===== config.mk =====
export PLATFORM = sky130hd
export DESIGN_NAME = rr_mux_4way_chip
export DESIGN_NICKNAME = d
export VERILOG_FILES = /design/src/rtl/rr_mux_4way_chip.sv
export SDC_FILE = /design/constraint.sdc
export NUM_CORES = 1
export LEC_CHECK = 0
export BUFFER_PORTS_ARGS = -buffer_cell sky130_fd_sc_hd__buf_2
export CELL_PAD_IN_SITES_DETAIL_PLACEMENT = 1
export CELL_PAD_IN_SITES_GLOBAL_PLACEMENT = 1
export CORE_MARGIN = 1.5
export CORE_UTILIZATION = 39
export DETAILED_ROUTE_END_ITERATION = 10
export PLACE_DENSITY_LB_ADDON = 0.1
export SYNTH_ARGS = -nofsm -noshare
export SYNTH_HDL_FRONTEND = slang
export SYNTH_SLANG_ARGS = --single-unit

===== constraint.sdc =====
create_clock -name clk -period 3.82 [get_ports clk]
set_input_delay 0 -clock clk [delete_from_list [all_inputs] [get_ports clk]]
set_output_delay 0 -clock clk [all_outputs]
set_load 0.01 [all_outputs]

===== src/rtl/rr_mux_4way_chip.sv =====
// Four-source valid/ready merger: round-robin grant into one registered output stage.
// out_sel carries the source index so a downstream demux can re-split the stream.
module rr_mux_4way_chip #(
  parameter int WIDTH = 1
) (
  input  logic             clk,
  input  logic             reset,
  input  logic [WIDTH-1:0] in1_data,
  input  logic [WIDTH-1:0] in2_data,
  input  logic [WIDTH-1:0] in3_data,
  input  logic [WIDTH-1:0] in4_data,
  input  logic             in1_valid,
  input  logic             in2_valid,
  input  logic             in3_valid,
  input  logic             in4_valid,
  output logic             in1_ready,
  output logic             in2_ready,
  output logic             in3_ready,
  output logic             in4_ready,
  output logic [WIDTH-1:0] out_data,
  output logic [1:0]       out_sel,
  output logic             out_valid,
  input  logic             out_ready
);

  logic [3:0]            vld;
  logic [3:0]            gnt;
  logic [3:0][WIDTH-1:0] dat;
  logic [1:0]            ptr;
  logic [1:0]            gidx;
  logic [1:0]            idx;
  logic                  hit;
  logic                  free;

  assign vld  = {in4_valid, in3_valid, in2_valid, in1_valid};
  assign dat  = {in4_data, in3_data, in2_data, in1_data};
  assign {in4_ready, in3_ready, in2_ready, in1_ready} = gnt;

  // The slot may be refilled in the same cycle it drains.
  assign free = !out_valid || out_ready;

  // Search ptr, ptr+1, ptr+2, ptr+3 (mod 4); first valid source wins.
  always_comb begin
    gnt  = '0;
    gidx = ptr;
    hit  = 1'b0;
    idx  = '0;
    if (free && !reset) begin
      for (int i = 0; i < 4; i++) begin
        idx = ptr + 2'(i);
        if (!hit && vld[idx]) begin
          hit       = 1'b1;
          gidx      = idx;
          gnt[idx]  = 1'b1;
        end
      end
    end
  end

  always_ff @(posedge clk) begin
    if (reset) begin
      out_valid <= 1'b0;
      out_data  <= '0;
      out_sel   <= 2'b00;
      ptr       <= 2'b00;
    end else if (hit) begin
      out_valid <= 1'b1;
      out_data  <= dat[gidx];
      out_sel   <= gidx;
      ptr       <= gidx + 2'd1;
    end else if (out_ready) begin
      // Drain without refill: data and tag keep their last value.
      out_valid <= 1'b0;
    end
  end

endmodule

==> flow_results.org, run 1 <==
** Global routing
- Residual overflow from global routing :: 0
- Total Routing Usage GR :: 19.1%
- Number of global-route vias before repair :: 837
- The first global-routing pass estimated 3640 um of wire.
- Maximum number of pins on one net before global-route repair :: 15
- Number of antenna violations at the first check in global routing :: 0

** Timing
- Worst Setup Slack, final :: 1.18 ns
- Setup repair after global routing left no endpoint under its margin.
- The final hold violation count came to 1.
- Max Freq :: 0.379 GHz
- Measured slew at the worst slew-check pin :: 0.459 ns
- Minimum hold slack :: -0.000242 ns
- Post-layout min period :: 2.64 ns
- After routing, the total negative slack on setup checks comes to 0 ns.
- For the final database, setup skew stands at 0.00276 ns.
- Headroom to the max-slew limit came out at 69.3%.
- The total count of max-transition violations in the final report is 0.
- Period utilisation layout :: 69.0%
- # setup viols final :: 0

** Critical path
- Critical path peak fanout :: 9
- Critical path, cell by cell :: inv_1, ha_1, mux4_2, or3_4, nor2_1, nand2_1, a21oi_1, buf_2
- Data on the critical path is required at its endpoint by 3.82 ns.
- STA classifies the critical path endpoint as an output pin.
- Standard cell with the maximum stage delay on the critical path :: sky130_fd_sc_hd__ha_1
- Arrival time at the worst endpoint :: 2.64 ns
- The number of buffers and inverters on the critical path is 2.
- Kind of start point of the critical path :: flop
- The setup path with the least slack is of type reg -> out.
- The largest single stage delay on the critical path is 0.48 ns.
- Broken down by cell family, the worst path's largest delay share belongs to simple AND/OR/NAND/NOR gates.

** Synthesis
- After synthesis, the netlist uses 37 different library cells.
- Number of storage elements in the synthesis netlist :: 6
- The synthesized design contains 0 enable-type register cells.
- Library cell with the highest instance count after synthesis :: sky130_fd_sc_hd__mux2i_1
- Among all flip-flop cells after synthesis, the most frequent one is sky130_fd_sc_hd__dfxtp_1.
- Post-Synthesis Net Count :: 109
- The mapped netlist covers 836 sq um.
- Sorting the synthesized cells by area gives the leading types as sky130_fd_sc_hd__dfxtp_1 14%, sky130_fd_sc_hd__mux2i_1 12%, sky130_fd_sc_hd__mux4_2 11%.
- Fraction of registers with async set/reset :: 0%
- In this run the biggest area consumer among cell types represents 14.4% of the synthesized area.
- The largest total area in the synthesized netlist belongs to sky130_fd_sc_hd__dfxtp_1.
- Post-synthesis area per instance :: 9.18 sq um
- Top cell types by occurrence after synthesis :: 10 x sky130_fd_sc_hd__mux2i_1, 7 x sky130_fd_sc_hd__ha_1, 7 x sky130_fd_sc_hd__nor2_1
- Yosys printed 0 warnings.
- Sequential elements use 14.4% of the synthesized area.
- The cell count after synthesis came out at 91.

** Finish
- Final net count :: 129
- Share of layout cells above drive strength 1 :: 31.2%
- 0 antenna diodes ended up in the layout.
- Share of the core filled with cells :: 48.5%
- Area growth from synthesis to layout :: 15.1%

** Drt
- In this run, the number of DRC markers left after iteration 0 of detailed routing was 11.
- DRC :: 0
- Detailed Routing Iterations Pass 1 :: 4
- The final route contains 771 vias.
- Dividing the detail-routed via count by the number of cells gives 5.67.
- Dividing the detail-routed wire length by the instance count gives 15.4 um.
- Once detail routing completed, the nets flagged for antenna violations numbered 0.
- Drt total wl :: 2100 um

** Hold path
- In this run the worst hold path is classified as in -> reg.

** Clocking
- Clock Pin Slew Worst Setup and Hold Paths :: 0.05 ns
- Setup Buffers After CTS :: 0
- Max Root-Sink Buffers :: 2
- The clock reaches the later pin of the worst-skew pair after 0.25 ns.
- # resized after CTS :: 0
- Clock tree from TritonCTS :: yes
- Hold bufs inserted after CTS :: 0
- CTS built an H-tree with a depth of 1.
- Number of buffers created by CTS :: 3
- Counting every sink on the clock net gives 6.
- The tree is rooted in a sky130_fd_sc_hd__clkbuf_4.

** Floorplanning
- Area of the core region :: 1980 sq um
- Initial Utilization :: 42.2%
- Die area :: 2430 sq um
- Horiz. Die Dim :: 49.3 um
- During I/O placement, the number of pins put on the boundary was 19.
- After floorplanning, the core was divided into 16 placement rows.
- From bottom edge to top edge, the die measures 49.3 um.

** Power and ir drop
- Per report_power, the sequential group accounts for 14.1% of the total.
- Logic gate share of total power :: 76.5%
- Power density cells :: 675 nW/um^2
- Total net switching power :: 0.314 mW
- Static leakage :: 0.430 nW
- The worst-case IR drop observed on VDD is 0.000311 V.
- Relative contribution of the clock network to total power :: 9.4%
- Sw frac :: 48.3%
- Internal power :: 0.335 mW

** Outcome
- Result of the run :: complete, but fails checks
- Violated checks :: hold timing

** Place
- GPL Wtd Cong :: 0.815
- Timing analysis after detailed placement gives a worst setup slack of 1.17 ns.
- After legalization and detailed placement, the total HPWL measured 1690 um.
- Input/output buffers :: 18

** Flow run
- Max-cap violations in this run came to 0.
power groups by stage:
stage                     clock (mW)  sequential [mW]  combinational, mW
after floorplan                    0            0.105              0.388
after global routing          0.0649           0.0944              0.545
final                         0.0612           0.0914              0.497
after detailed placement           0           0.0926              0.499
after CTS                     0.0622           0.0917              0.501
after global placement             0           0.0910              0.489
cell usage in the layout, fill, tap and decap left out, types with 2 or more instances in the layout:
cell type and count:
sky130_fd_sc_hd__o21ai_0 2, sky130_fd_sc_hd__a21oi_1 6, sky130_fd_sc_hd__clkbuf_4 3, sky130_fd_sc_hd__mux2_1 2, sky130_fd_sc_hd__a22o_1 4, sky130_fd_sc_hd__buf_4 2
sky130_fd_sc_hd__ha_1 7, sky130_fd_sc_hd__inv_1 6, sky130_fd_sc_hd__mux4_2 4, sky130_fd_sc_hd__a211oi_1 2, sky130_fd_sc_hd__nor2_1 7, sky130_fd_sc_hd__nand2_1 6
sky130_fd_sc_hd__nand3_1 2, sky130_fd_sc_hd__o21bai_1 2, sky130_fd_sc_hd__mux2i_1 10, sky130_fd_sc_hd__dfxtp_1 6, sky130_fd_sc_hd__buf_2 18
registers in the layout, summed over array words and instances, names as in the netlist:
register and flops:
out_sel 2, out_data 1, out_valid 1, ptr 2
kinds of logic after synthesis:
logic type / Yosys count / share of synthesized area (%)
xor+xnor: 1 / 1.05
flops: 6 / 14.4
simple gates: 24 / 15.6
buf+inv: 11 / 6.89
compound gates: 26 / 26.2
fa+ha+maj: 7 / 10.5
mux: 16 / 25.4
path summary, 6_finish.rpt:
kind	startpoint	endpoint	slack [ns]	cells after the start
setup / recovery	ptr[0]	in4_ready	1.18	8
hold / removal	reset	ptr[1]	-0.0002	2
setup reg to reg	ptr[0]	out_data	1.19	8
hold reg to reg	out_sel[0]	out_sel[0]	0.50	1
metrics by stage:
stage / cells / area [sq um] / hold slack [ns] / power, mW
global route: 136 / 962 / 0.00968 / 0.704
floorplan: 91 / 836 / 0.0646 / 0.493
CTS: 136 / 962 / 0.00330 / 0.655
detailed placement: 133 / 940 / 0.262 / 0.592
global placement: 133 / 940 / 0.258 / 0.580
finish: 136 / 962 / -0.000242 / 0.649
cell type report:
class	instances	area (sq um)
inverter	6	22.5
tap	27	33.8
multi-input combinational	74	658
sequential	6	120
timing repair buffer	20	105
clock buffer	3	22.5
fill	243	1020
layer usage:
layer | vias to the layer above | GRT usage, % | part of all wire [%]
met4 | 0 | 5.71 | 1.2
li1 | 378 | - | -
met1 | 373 | 20.9 | 42
met3 | 4 | 1.84 | 2.8
met5 | - | 0 | 0
met2 | 16 | 37.8 | 54
Power figures use the tool's default switching activity.
==> inputs of run 2 (changes only) <==
==> constraint.sdc (replaced) <==
create_clock -name clk -period 2.52 [get_ports clk]
set_input_delay 0 -clock clk [delete_from_list [all_inputs] [get_ports clk]]
set_output_delay 0 -clock clk [all_outputs]
set_load 0.01 [all_outputs]
==> flow_results.org, run 2 (same netlist as run 1, synthesis figures left out) <==
** Place
- GPL Wtd Cong :: 0.857
- After detailed placement, the design holds a cell count of 134.
- The wire-length estimate of the detail-placed layout is 1620 um.
- Buffers placed on the I/O ports in this run total 18.
- Timing analysis after detailed placement gives a worst setup slack of 0.124 ns.

** Drt
- DRC :: 0
- In the routed layout, each cell is associated on average with a via count of 5.63.
- Once detail routing completed, the nets flagged for antenna violations numbered 0.
- Routed length per instance :: 15.3 um
- Detailed Routing Iterations Pass 1 :: 4
- DRT iter0 DRCs :: 13
- Drt total wl :: 2220 um
- Detailed routing inserted a total of 816 vias.

** Clocking
- Worst-skew pair later-pin latency :: 0.25 ns
- Maximum level of the CTS H-tree :: 1
- The tree built by TritonCTS fans out to 6 sinks.
- The number of clock buffers added by TritonCTS is 3.
- In this run the clock root is driven by a sky130_fd_sc_hd__clkbuf_4.
- After clock tree synthesis, the clock-pin slew on the worst setup and hold paths is 0.05 ns.
- Clock tree from TritonCTS :: yes
- Max Root-Sink Buffers :: 2

** Floorplanning
- The die covers 2430 sq um.
- The die is 49.3 um tall.
- 19 I/O pins were placed.
- In this run the horizontal extent of the chip is 49.3 um.
- The core region is 1980 sq um.
- For this configuration, the core starts out at a cell density of 42.2%.
- Site row count :: 16

** Critical path
- Req. time, crit path :: 2.68 ns
- The worst register-to-register path ends at out_data.
- Standard cell with the maximum stage delay on the critical path :: sky130_fd_sc_hd__a2111oi_4
- In this run the register-to-register setup slack is 0.12 ns.
- STA classifies the critical path endpoint as a flop.
- Counting both buffers and inverters, the worst setup path holds a total of 2.
- Crit-path leading delay family :: compound AO/OA/AOI/OAI gates
- The largest single stage delay on the critical path is 0.48 ns.
- The worst register-to-register path begins at ptr[0].
- The signal on the critical path passes through inv_2, ha_4, buf_4, mux4_2, nor2b_1, o21bai_1, a2111oi_4, a211oi_1, o41ai_2.
- Arrival time at the worst endpoint :: 2.56 ns
- Cells on worst reg2reg path :: 9
- Critical path type :: reg -> reg
- Kind of start point of the critical path :: flop
- Critical path peak fanout :: 6

** Timing
- Number of hold-slack violations in the final timing report :: 0
- The total count of max-transition violations in the final report is 0.
- Worst Setup Slack, final :: 0.125 ns
- Post-layout min period :: 2.40 ns
- Worst clock skew :: 0.00262 ns
- Max Freq :: 0.417 GHz
- The worst pin sits at a relative slew slack of 69.6%.
- For the pin with the worst max-slew slack, the measured transition is 0.454 ns.
- Setup violations remaining at the end of the flow were counted as 0.
- Total negative slack for setup checks :: 0 ns
- The final critical path takes up 95.1% of the cycle.

** Power and ir drop
- The clock network is responsible for 9.0% of the overall power.
- For this design the total switching power over the nets is 0.526 mW.
- Logic gate share of total power :: 76.9%
- Internal power :: 0.616 mW
- Static leakage :: 0.471 nW
- Share of power burned in registers :: 14.1%
- Overall power consumption after layout is estimated at 1.14 mW.
- Power density cells :: 1080 nW/um^2
- VDD sags by at most 0.000528 V.
- Sw frac :: 46.1%

** Finish
- The post-route netlist has 41.5% of its cells at a drive strength greater than 1.
- For this run, the number of standard cells in the final layout without fillers is 145.
- Area growth from synthesis to layout :: 26.8%
- Most common library cell in the layout ignoring fill and taps :: sky130_fd_sc_hd__buf_2
- In the final layout, the registers with the most flip-flops are out_sel x2, ptr x2.
- Final net count :: 137
- Diode count :: 0
- Share of the core filled with cells :: 53.5%
- In the layout the commonest cells are 18 x sky130_fd_sc_hd__buf_2, 10 x sky130_fd_sc_hd__mux2i_1, 9 x sky130_fd_sc_hd__buf_4.

** Global routing
- Gr busiest metal :: met2
- Global routing finished with a remaining overflow of 0.
- The via count of the first global-routing pass came to 762.
- The number of antenna violations at the first check in global routing came to 0.
- For this run, the total global-route usage over all layers was measured as 18.1%.
- Met3 usage in global routing :: 0.920%
- Met1 capacity usage during global routing :: 23.0%
- Met2 track demand over resource :: 31.8%
- Maximum number of pins on one net before global-route repair :: 10
- The first global-routing pass estimated 3470 um of wire.

** Hold path
- The tightest min-delay check is of the in -> reg type.
- Endpoint with the worst hold slack :: out_valid
- Hold depth :: 3
- The startpoint identified for the worst hold timing path is out_ready.

** Flow run
- Max-cap viol count :: 0

** Outcome
- Result of the run :: finished, final reports clean
-- run 2: changes by cell type in the layout (fill, tap and decap cells not counted), moves of 2 or more --
cell	change
sky130_fd_sc_hd__dfxtp_4	+2
sky130_fd_sc_hd__inv_2	+2
sky130_fd_sc_hd__dfxtp_1	-2
sky130_fd_sc_hd__buf_4	+7
sky130_fd_sc_hd__inv_1	-2
-- run 2: how the worst max path moves through the flow --
| stage | from | end | slack, ns | cells past startpoint |
|---|---|---|---|---|
| floorplan | ptr[0] | out_data | 0.007 | 10 |
| global placement | ptr[0] | out_data | 0.18 | 8 |
| detailed placement | ptr[0] | out_data | 0.12 | 8 |
| CTS | ptr[0] | in2_ready | 0.01 | 8 |
| global route | ptr[0] | out_data | -0.004 | 9 |
| finish | ptr[0] | out_data | 0.12 | 9 |
-- run 2: layout make-up --
class	instances	area [sq um]
well taps	27	33.8
multi-input cells	74	682
repair buffers	28	168
fillers	238	922
flip-flops and latches	6	128
clock buffers	4	26.3
inverters	6	22.5
-- run 2: through the flow --
step	hold slack, ns	instance area [sq um]
3_5_place_dp	0.250	968
5_1_grt	0.212	1060
2_1_floorplan	0.0573	873
4_1_cts	0.165	1000
6_report	0.153	1060
3_3_place_gp	0.247	968
-- run 2: per-layer routing --
layer / vias to the layer above / share of wire, %
met3: 2 / 3.1
met5: - / 0
met1: 399 / 45
met2: 18 / 51
met4: 0 / 0.95
li1: 397 / -
-- run 2: power by group through the flow --
stage / sequential [mW] / combinational, mW / clock [mW]
2_1_floorplan: 0.167 / 0.647 / 0
3_3_place_gp: 0.172 / 0.759 / 0
3_5_place_dp: 0.174 / 0.771 / 0
4_1_cts: 0.173 / 0.774 / 0.103
5_1_grt: 0.167 / 0.948 / 0.113
6_report: 0.162 / 0.878 / 0.103
-- run 2: timing repair --
item / CTS / global route
setup buffers: 0 / 6
resized for setup: 0 / 3
hold buffers: 1 / 0
endpoints found under the setup margin: 0 / 5
endpoints found under the hold margin: 1 / 0
-- run 2: worst min-delay path: cells and delay by family --
family,cells,cell delay (ns)
buffers and inverters,1,0.07
and+or+nand+nor,1,0.20
AOI/OAI and AO/OA,1,0.09
